==> config.mk <==
export PLATFORM = sky130hd
export DESIGN_NAME = gpio_stream_sched
export DESIGN_NICKNAME = d
export VERILOG_FILES = /design/src/rtl/gpio_stream_pkg.sv /design/src/rtl/vec_serializer.sv /design/src/rtl/gpio_stream_sched.sv
export SDC_FILE = /design/constraint.sdc
export NUM_CORES = 1
export LEC_CHECK = 0
export ABC_AREA = 1
export CELL_PAD_IN_SITES_DETAIL_PLACEMENT = 1
export CELL_PAD_IN_SITES_GLOBAL_PLACEMENT = 1
export CORE_ASPECT_RATIO = 0.5
export CORE_MARGIN = 1
export CORE_UTILIZATION = 26
export CTS_CLUSTER_DIAMETER = 200
export CTS_CLUSTER_SIZE = 12
export DETAILED_ROUTE_END_ITERATION = 16
export PLACE_DENSITY_LB_ADDON = 0.25
export SLEW_MARGIN = 15
export SYNTH_ARGS = -nofsm -noshare
export SYNTH_HDL_FRONTEND = slang
export SYNTH_SLANG_ARGS = --single-unit
==> constraint.sdc <==
create_clock -name clk -period 2.1 [get_ports clk]
set_input_delay 0.315 -clock clk [delete_from_list [all_inputs] [get_ports clk]]
set_output_delay 0.315 -clock clk [all_outputs]
set_load 0.03 [all_outputs]
==> src/rtl/gpio_stream_pkg.sv <==
// Shared types and constants for the GPIO frame-dump scheduler.
// The optional prefetch build is selected with the GPIO_STREAM_PREFETCH_EN macro.
package gpio_stream_pkg;

  localparam int DEF_DATA_W = 128;
  localparam int DEF_GPIO_W = 32;
  localparam int LANES      = DEF_DATA_W / DEF_GPIO_W;
  localparam int LANE_W     = 2;

  typedef enum logic [2:0] {
    IDLE  = 3'd0,
    FETCH = 3'd1,
    WAIT  = 3'd2,
    SEND  = 3'd3,
    DONE  = 3'd4
  } state_t;

endpackage

==> src/rtl/vec_serializer.sv <==
// Holds one DATA_W vector and emits it as GPIO_W words, lane 0 first,
// under a valid/ready handshake. A load takes priority over the shift, so a
// new vector may be loaded in the same cycle the last lane is accepted.
module vec_serializer
  import gpio_stream_pkg::*;
#(
  parameter int DATA_W = DEF_DATA_W,
  parameter int GPIO_W = DEF_GPIO_W
) (
  input  logic              clk,
  input  logic              rst,
  input  logic              load,
  input  logic [DATA_W-1:0] load_data,
  input  logic              gpio_ready,
  output logic [GPIO_W-1:0] gpio_data,
  output logic [LANE_W-1:0] gpio_lane,
  output logic              gpio_valid,
  output logic              last_acc
);

  localparam int NL = DATA_W / GPIO_W;
  localparam logic [LANE_W-1:0] LAST_LANE = LANE_W'(NL - 1);

  logic [DATA_W-1:0] shift_reg;
  logic [LANE_W-1:0] lane_reg;
  logic              valid_reg;
  logic              acc;

  assign acc        = valid_reg & gpio_ready;
  assign last_acc   = acc & (lane_reg == LAST_LANE);
  assign gpio_data  = shift_reg[GPIO_W-1:0];
  assign gpio_lane  = lane_reg;
  assign gpio_valid = valid_reg;

  // Load a new vector, or shift one lane out per accepted word.
  always_ff @(posedge clk) begin
    if (rst) begin
      shift_reg <= '0;
      lane_reg  <= '0;
      valid_reg <= 1'b0;
    end else if (load) begin
      shift_reg <= load_data;
      lane_reg  <= '0;
      valid_reg <= 1'b1;
    end else if (acc) begin
      if (lane_reg == LAST_LANE) begin
        shift_reg <= '0;
        lane_reg  <= '0;
        valid_reg <= 1'b0;
      end else begin
        shift_reg <= shift_reg >> GPIO_W;
        lane_reg  <= lane_reg + LANE_W'(1);
      end
    end
  end

endmodule

==> src/rtl/gpio_stream_sched.sv <==
// Shares the single-port vector memory between the pipeline (absolute
// priority) and a frame-dump engine that streams vectors out over GPIO.
// Define GPIO_STREAM_PREFETCH_EN to add a second vector buffer so the next
// read overlaps the current SEND; the port list is the same in both builds.
module gpio_stream_sched
  import gpio_stream_pkg::*;
#(
  parameter int DATA_W = DEF_DATA_W,
  parameter int GPIO_W = DEF_GPIO_W,
  parameter int ADDR_W = 10,
  parameter int CNT_W  = 10
) (
  input  logic              clk,
  input  logic              rst,
  input  logic              start,
  input  logic [ADDR_W-1:0] base_addr,
  input  logic [CNT_W-1:0]  num_vec,
  input  logic              pipe_req,
  input  logic              pipe_we,
  input  logic [ADDR_W-1:0] pipe_addr,
  input  logic [DATA_W-1:0] pipe_wdata,
  output logic [DATA_W-1:0] pipe_rdata,
  output logic              mem_en,
  output logic              mem_we,
  output logic [ADDR_W-1:0] mem_addr,
  output logic [DATA_W-1:0] mem_wdata,
  input  logic [DATA_W-1:0] mem_rdata,
  output logic [GPIO_W-1:0] gpio_data,
  output logic [1:0]        gpio_lane,
  output logic              gpio_valid,
  input  logic              gpio_ready,
  output logic              busy,
  output logic              done
);

  state_t            state_reg;
  logic [ADDR_W-1:0] rd_ptr_reg;
  logic [CNT_W-1:0]  fetch_left_reg;   // reads still to issue
  logic [CNT_W-1:0]  send_left_reg;    // vectors still to stream out
  logic              done_reg;

  logic              issue;
  logic              ser_load;
  logic [DATA_W-1:0] ser_data;
  logic              last_acc;
  logic              last_vec;

`ifdef GPIO_STREAM_PREFETCH_EN
  logic [DATA_W-1:0] pf_buf_reg;
  logic              pf_full_reg;
  logic              rd_pending_reg;   // read data arrives this cycle
`endif

  assign last_vec = (send_left_reg == CNT_W'(1));

  // Decide when the dump engine reads and what the serializer loads.
  always_comb begin
    issue    = 1'b0;
    ser_load = 1'b0;
    ser_data = mem_rdata;
`ifdef GPIO_STREAM_PREFETCH_EN
    issue    = !pipe_req && (fetch_left_reg != '0) &&
               ((state_reg == FETCH) ||
                ((state_reg == SEND) && !pf_full_reg && !rd_pending_reg));
    ser_load = (state_reg == WAIT) ||
               ((state_reg == SEND) && last_acc && !last_vec &&
                (pf_full_reg || rd_pending_reg));
    ser_data = pf_full_reg ? pf_buf_reg : mem_rdata;
`else
    issue    = !pipe_req && (fetch_left_reg != '0) && (state_reg == FETCH);
    ser_load = (state_reg == WAIT);
`endif
  end

  // Memory port mux: the pipeline always wins, the dump reads in free cycles.
  always_comb begin
    mem_en    = pipe_req | issue;
    mem_we    = pipe_req & pipe_we;
    mem_addr  = pipe_req ? pipe_addr : rd_ptr_reg;
    mem_wdata = pipe_req ? pipe_wdata : '0;
  end

  assign pipe_rdata = mem_rdata;
  assign busy       = (state_reg != IDLE);
  assign done       = done_reg;

  // Dump sequencer: state, read pointer, vector counters and done pulse.
  always_ff @(posedge clk) begin
    if (rst) begin
      state_reg      <= IDLE;
      rd_ptr_reg     <= '0;
      fetch_left_reg <= '0;
      send_left_reg  <= '0;
      done_reg       <= 1'b0;
`ifdef GPIO_STREAM_PREFETCH_EN
      pf_buf_reg     <= '0;
      pf_full_reg    <= 1'b0;
      rd_pending_reg <= 1'b0;
`endif
    end else begin
      done_reg <= 1'b0;
      if (issue) begin
        rd_ptr_reg     <= rd_ptr_reg + ADDR_W'(1);
        fetch_left_reg <= fetch_left_reg - CNT_W'(1);
      end
`ifdef GPIO_STREAM_PREFETCH_EN
      rd_pending_reg <= issue;
      if ((state_reg == SEND) && rd_pending_reg && !ser_load) begin
        pf_buf_reg  <= mem_rdata;
        pf_full_reg <= 1'b1;
      end else if (ser_load && pf_full_reg) begin
        pf_full_reg <= 1'b0;
      end
`endif
      case (state_reg)
        IDLE: begin
          if (start) begin
            rd_ptr_reg     <= base_addr;
            fetch_left_reg <= num_vec;
            send_left_reg  <= num_vec;
            state_reg      <= (num_vec == '0) ? DONE : FETCH;
          end
        end
        FETCH: if (issue) state_reg <= WAIT;
        WAIT:  state_reg <= SEND;
        SEND: begin
          if (last_acc) begin
            send_left_reg <= send_left_reg - CNT_W'(1);
            if (last_vec)      state_reg <= DONE;
            else if (ser_load) state_reg <= SEND;
            else if (issue)    state_reg <= WAIT;
            else               state_reg <= FETCH;
          end
        end
        DONE: begin
          done_reg  <= 1'b1;
          state_reg <= IDLE;
        end
        default: state_reg <= IDLE;
      endcase
    end
  end

  vec_serializer #(
    .DATA_W (DATA_W),
    .GPIO_W (GPIO_W)
  ) u_ser (
    .clk        (clk),
    .rst        (rst),
    .load       (ser_load),
    .load_data  (ser_data),
    .gpio_ready (gpio_ready),
    .gpio_data  (gpio_data),
    .gpio_lane  (gpio_lane),
    .gpio_valid (gpio_valid),
    .last_acc   (last_acc)
  );

endmodule
# Yosys cells after proc, flatten, opt, wreduce, memory -nomap -nowiden

Cells that the tools add are included.

Multiplexer cells: 26
Eq/ne operators: 9
Bitwise gates (word level): 4
Reduce and logical (&&, ||, !) cells: 14
Add/sub/neg operators: 4

Operators with widths:

| kind                    | number |
|---|---|
| $mux W128               | 3 |
| $mux W96                | 1 |
| $mux W10                | 9 |
| $pmux W10 S2            | 1 |
| $sub A10 B1 Y10 const B | 2 |
| $mux W3                 | 5 |
| $pmux W3 S4             | 1 |
| $add A10 B1 Y10 const B | 1 |
| $eq A10 B1 Y1 const B   | 1 |
| $logic_not A10 Y1       | 1 |
| $reduce_bool A10 Y1     | 1 |
| $eq A3 B2 Y1 const B    | 2 |
| $ne A2 B2 Y1 const B    | 3 |
| $reduce_and A3 Y1       | 2 |
| $reduce_bool A2 Y1      | 3 |
| $mux W1                 | 4 |
| $mux W2                 | 2 |
| $and A1 B1 Y1           | 3 |
| $eq A3 B1 Y1 const B    | 1 |
| $eq A3 B3 Y1 const B    | 1 |
| $logic_not A3 Y1        | 1 |
| $reduce_bool A3 Y1      | 1 |
| $add A2 B1 Y2 const B   | 1 |
| $eq A2 B2 Y1 const B    | 1 |
| 5 further kinds         | 6 |

Logic and storage cells: 65
Register bits after elaboration: 165
Output and inout bits: 305
Input port bits: 292

# Longest topological paths before layout

Depth after elaboration: 7
Gate-level depth with buffers: 12
Depth with buffers taken out: 11

# Cells and area by module

Synthesis repeated with hierarchy kept, for this count alone.

Cell total of the unflattened synthesis: 1826
Area total of the unflattened synthesis: 10961.8 um^2

By module, submodules not included:

| module            | cells each | sequential area each (um^2) | instances | area an instance (um^2) |
|---|---|---|---|---|
| vec_serializer    | 1012       | 2622.5                      | 1         | 6463.7 |
| gpio_stream_sched | 814        | 680.7                       | 1         | 4498.1 |

# Worst setup path before layout

OpenSTA, ideal clock, no wires.

Path type: input to output
From: input pipe_req
To: output mem_addr[8]
Arrival time: 1.405 ns
Slack: 0.380 ns
Cell stages on the path: 3
Path buffers: 2
Data required time: 1.785 ns
Path through: clkbuf_1 -> clkbuf_1 -> o21ai_0

Cells in the longest elaborated chain, start to end: 1

RTL lines:

| what            | RTL line                | source |
|---|---|---|
| start, declared | gpio_stream_sched.sv:18 | `input logic pipe_req,` |
| $mux W10        | gpio_stream_sched.sv:79 | `mem_addr = pipe_req ? pipe_addr : rd_ptr_reg;` |
| end, declared   | gpio_stream_sched.sv:25 | `output logic [ADDR_W-1:0] mem_addr,` |

Every way passes these cells.

# Final worst setup path

From: register fetch_left_reg[0]
To: output mem_en

Cells in the longest elaborated chain, start to end: 4

RTL lines:

| what                              | RTL line                 | source |
|---|---|---|
| start, declared                   | gpio_stream_sched.sv:38  | `logic [CNT_W-1:0] fetch_left_reg;` |
| start signal, assigned            | gpio_stream_sched.sv:104 | `fetch_left_reg <= fetch_left_reg - CNT_W'(1);` |
| start signal, assigned            | gpio_stream_sched.sv:119 | `fetch_left_reg <= num_vec;` |
| $reduce_bool A10 Y1               | gpio_stream_sched.sv:70  | `issue = !pipe_req && (fetch_left_reg != '0) && (state_reg == FETCH);` |
| $logic_and A1 B1 Y1 (2 in series) | gpio_stream_sched.sv:70  |  |
| $or A1 B1 Y1                      | gpio_stream_sched.sv:77  | `mem_en = pipe_req \| issue;` |
| end, declared                     | gpio_stream_sched.sv:23  | `output logic mem_en,` |

Every way passes these cells.

==> run_results.csv <==
group,metric,value,unit
critical_path,cp-end-kind,"primary output",
clocking,htreeDepth,4,
die,initial_utilization,26.43,%
final_layout,stdcell_count,2649,
sta,fin_skew,8.212,ps
drt,final_antenna_net_count,0,
final_layout,drive_gt1_share,10.75,%
critical_path,crit_path_max_fanout,5,
die,fp-row-count,52,
placement,dp.cells,2606,
placement,place_congestion,0.8769,
die,die_x,289.1,um
final_layout,fin_nets,2386,
critical_path,r2r-start,"fetch_left_reg[0]",
final_layout,final_common_cell,"nand2_1",
logic_synthesis,synth_top_area_share,30.83,%
sta,worst_pin_slew,465.7,ps
critical_path,start_kind,"flop",
logic_synthesis,ys_ff_latch,165,
drt,routed_via_density,4.273,
die,core-area,40530,um2
sta,slew_viol_final,0,
final_layout,final_util,41.51,%
final_layout,largest_register_ffs,128,
clocking,holdBufCountCts,0,
global_route,antenna_found_initial,7,
global_route,grt_overflow,0,
clocking,numCtsBuffers,17,
logic_synthesis,synth_cells,1679,
power,p_leak,8.406,nW
sta,rsz0062_at_grt,"false",
critical_path,worstPathArrival,1660,ps
critical_path,critPathKind,"reg -> out",
sta,period_minus_slack,1977,ps
power,p_total,11.31,mW
logic_synthesis,ys_seq_area_share,30.83,%
hold_path,holdCritPathClass,"in -> reg",
logic_synthesis,ys_warn_count,0,
final_layout,finalInstanceArea,16830,um2
final_layout,final_cell_mix,"nand2_1 (568), clkdlybuf4s50_1 (499), inv_1 (390), dfxtp_1 (163), buf_4 (96)",
power,ir_drop,0.6494,mV
sta,hold_slack,309.1,ps
placement,place_hpwl,34770,um
sta,hold_viol,0,
logic_synthesis,synth.distinct_cells,39,
global_route,grt_pass1_wl,65670,um
logic_synthesis,syn_avg_cell_area,6.381,um2
drt,first_iter_violations,490,
sta,fin_ws,123.5,ps
hold_path,hp-start,"rst",
critical_path,cp-startpoint,"fetch_left_reg[0]",
clocking,cts_tree,"built",
clocking,clockBufferDepth,2,
die,io_pins,597,
die,dieArea,42070,um2
sta,min_period_over_period,94.12,%
sta,setup_tns,0,ps
global_route,grt_util_all_layers,20.28,%
placement,pre_cts_ws,158.9,ps
placement,port_buffers,596,
drt,drt_pass1_iterations,5,
drt,wire_per_inst,16.34,um
clocking,clk_pin_slew,70,ps
logic_synthesis,synth.area.top_cells,"dfxtp_1 (31%), nand2_1 (20%), inv_1 (14%)",
global_route,grt_start_max_net_pins,65,
sta,finalSetupViolCount,0,
sta,max_freq,0.5059,GHz
die,die_y,145.5,um
critical_path,worstPathRequired,1780,ps
placement,place_area,16140,um2
sta,slew_headroom,68.72,%
global_route,grt_pass1_vias,11470,
logic_synthesis,synth_area,10710,um2
clocking,clk_latency,450,ps
clocking,cts-root-buf,"clkbuf_16",
status,outcome,"completed",
drt,drc_errors,0,
logic_synthesis,syn_nets,1976,
run,maxCapViolCount,0,
logic_synthesis,synth_top_area_cell,"dfxtp_1",
drt,wirelength,43290,um
final_layout,area_growth,57.06,%
power,p_per_area,672.1,nW/um2
drt,via_count,11320,
clocking,cts_num_sinks,165,
-- metal layers --
layer	share of wire, %	GRT usage [%]
met1	39	22.07
met2	54	37.98
met3	3.7	4.091
met4	3.4	8.368
met5	0	0
-- area by class of cell --
cell class | count | area [um2]
Fill cell | 5056 | 23710
Timing Repair Buffer | 633 | 6431
Multi-Input combinational cell | 872 | 4277
Sequential cell | 165 | 3306
Inverter | 400 | 1506
Tap cell | 540 | 675.6
Clock buffer | 18 | 439.2
Clock inverter | 14 | 175.2
Antenna cell | 7 | 17.52
-- kinds of logic after synthesis --
| group | count (synthesis) | share of synthesized area (%) |
|---|---|---|
| xor+xnor | 10 | 0.8174 |
| flops | 165 | 30.83 |
| buf+inv | 642 | 29.46 |
| simple gates | 666 | 24.77 |
| compound gates | 191 | 13.54 |
| fa+ha+maj | 5 | 0.5839 |
-- worst max-delay path, stage by stage (launching register included) --
cell and delay, ps:
dfxtp_1 370, inv_2 80, ha_4 160, nand2_1 90, nor2_2 50, nand2_2 90, nand3_4 90, nand2_1 100
buf_4 180
-- synth_stat cells (all sizes together) --
cell type  count
a211oi         1
o221ai        64
a2111oi        1
clkbuf        37
nor3           2
o21ai         46
nor2          39
a21oi         44
xor2          10
and2           1
nand4          7
buf          205
nand3b         1
ha             5
o22ai          2
o211ai        32
nor4           1
nand3         37
dfxtp        165
nor3b          1
a21boi         1
or2            2
nand2        575
inv          400
-- what timing repair did --
item,in CTS,in global routing
buffers inserted,1,3
pin swaps,0,1
setup endpoints to repair,3,2
gates resized for setup,6,6
-- power by group --
| group | switching (mW) | internal, mW | total [mW] |
|---|---|---|---|
| Sequential | 0.201 | 3.43 | 3.63 |
| Combinational | 2.48 | 1.85 | 4.34 |
| Clock | 1.42 | 1.91 | 3.34 |
| Total | 4.11 | 7.20 | 11.3 |
-- worst paths after layout --
check | endpoint | slack [ps] | cells after the start
max | mem_en | 120 | 8
min | u_ser.shift_reg[22] | 310 | 4
max reg2reg | fetch_left_reg[3] | 400 | 13
min reg2reg | u_ser.shift_reg[117] | 460 | 2
No activity file was read; power rests on OpenSTA's default activity.
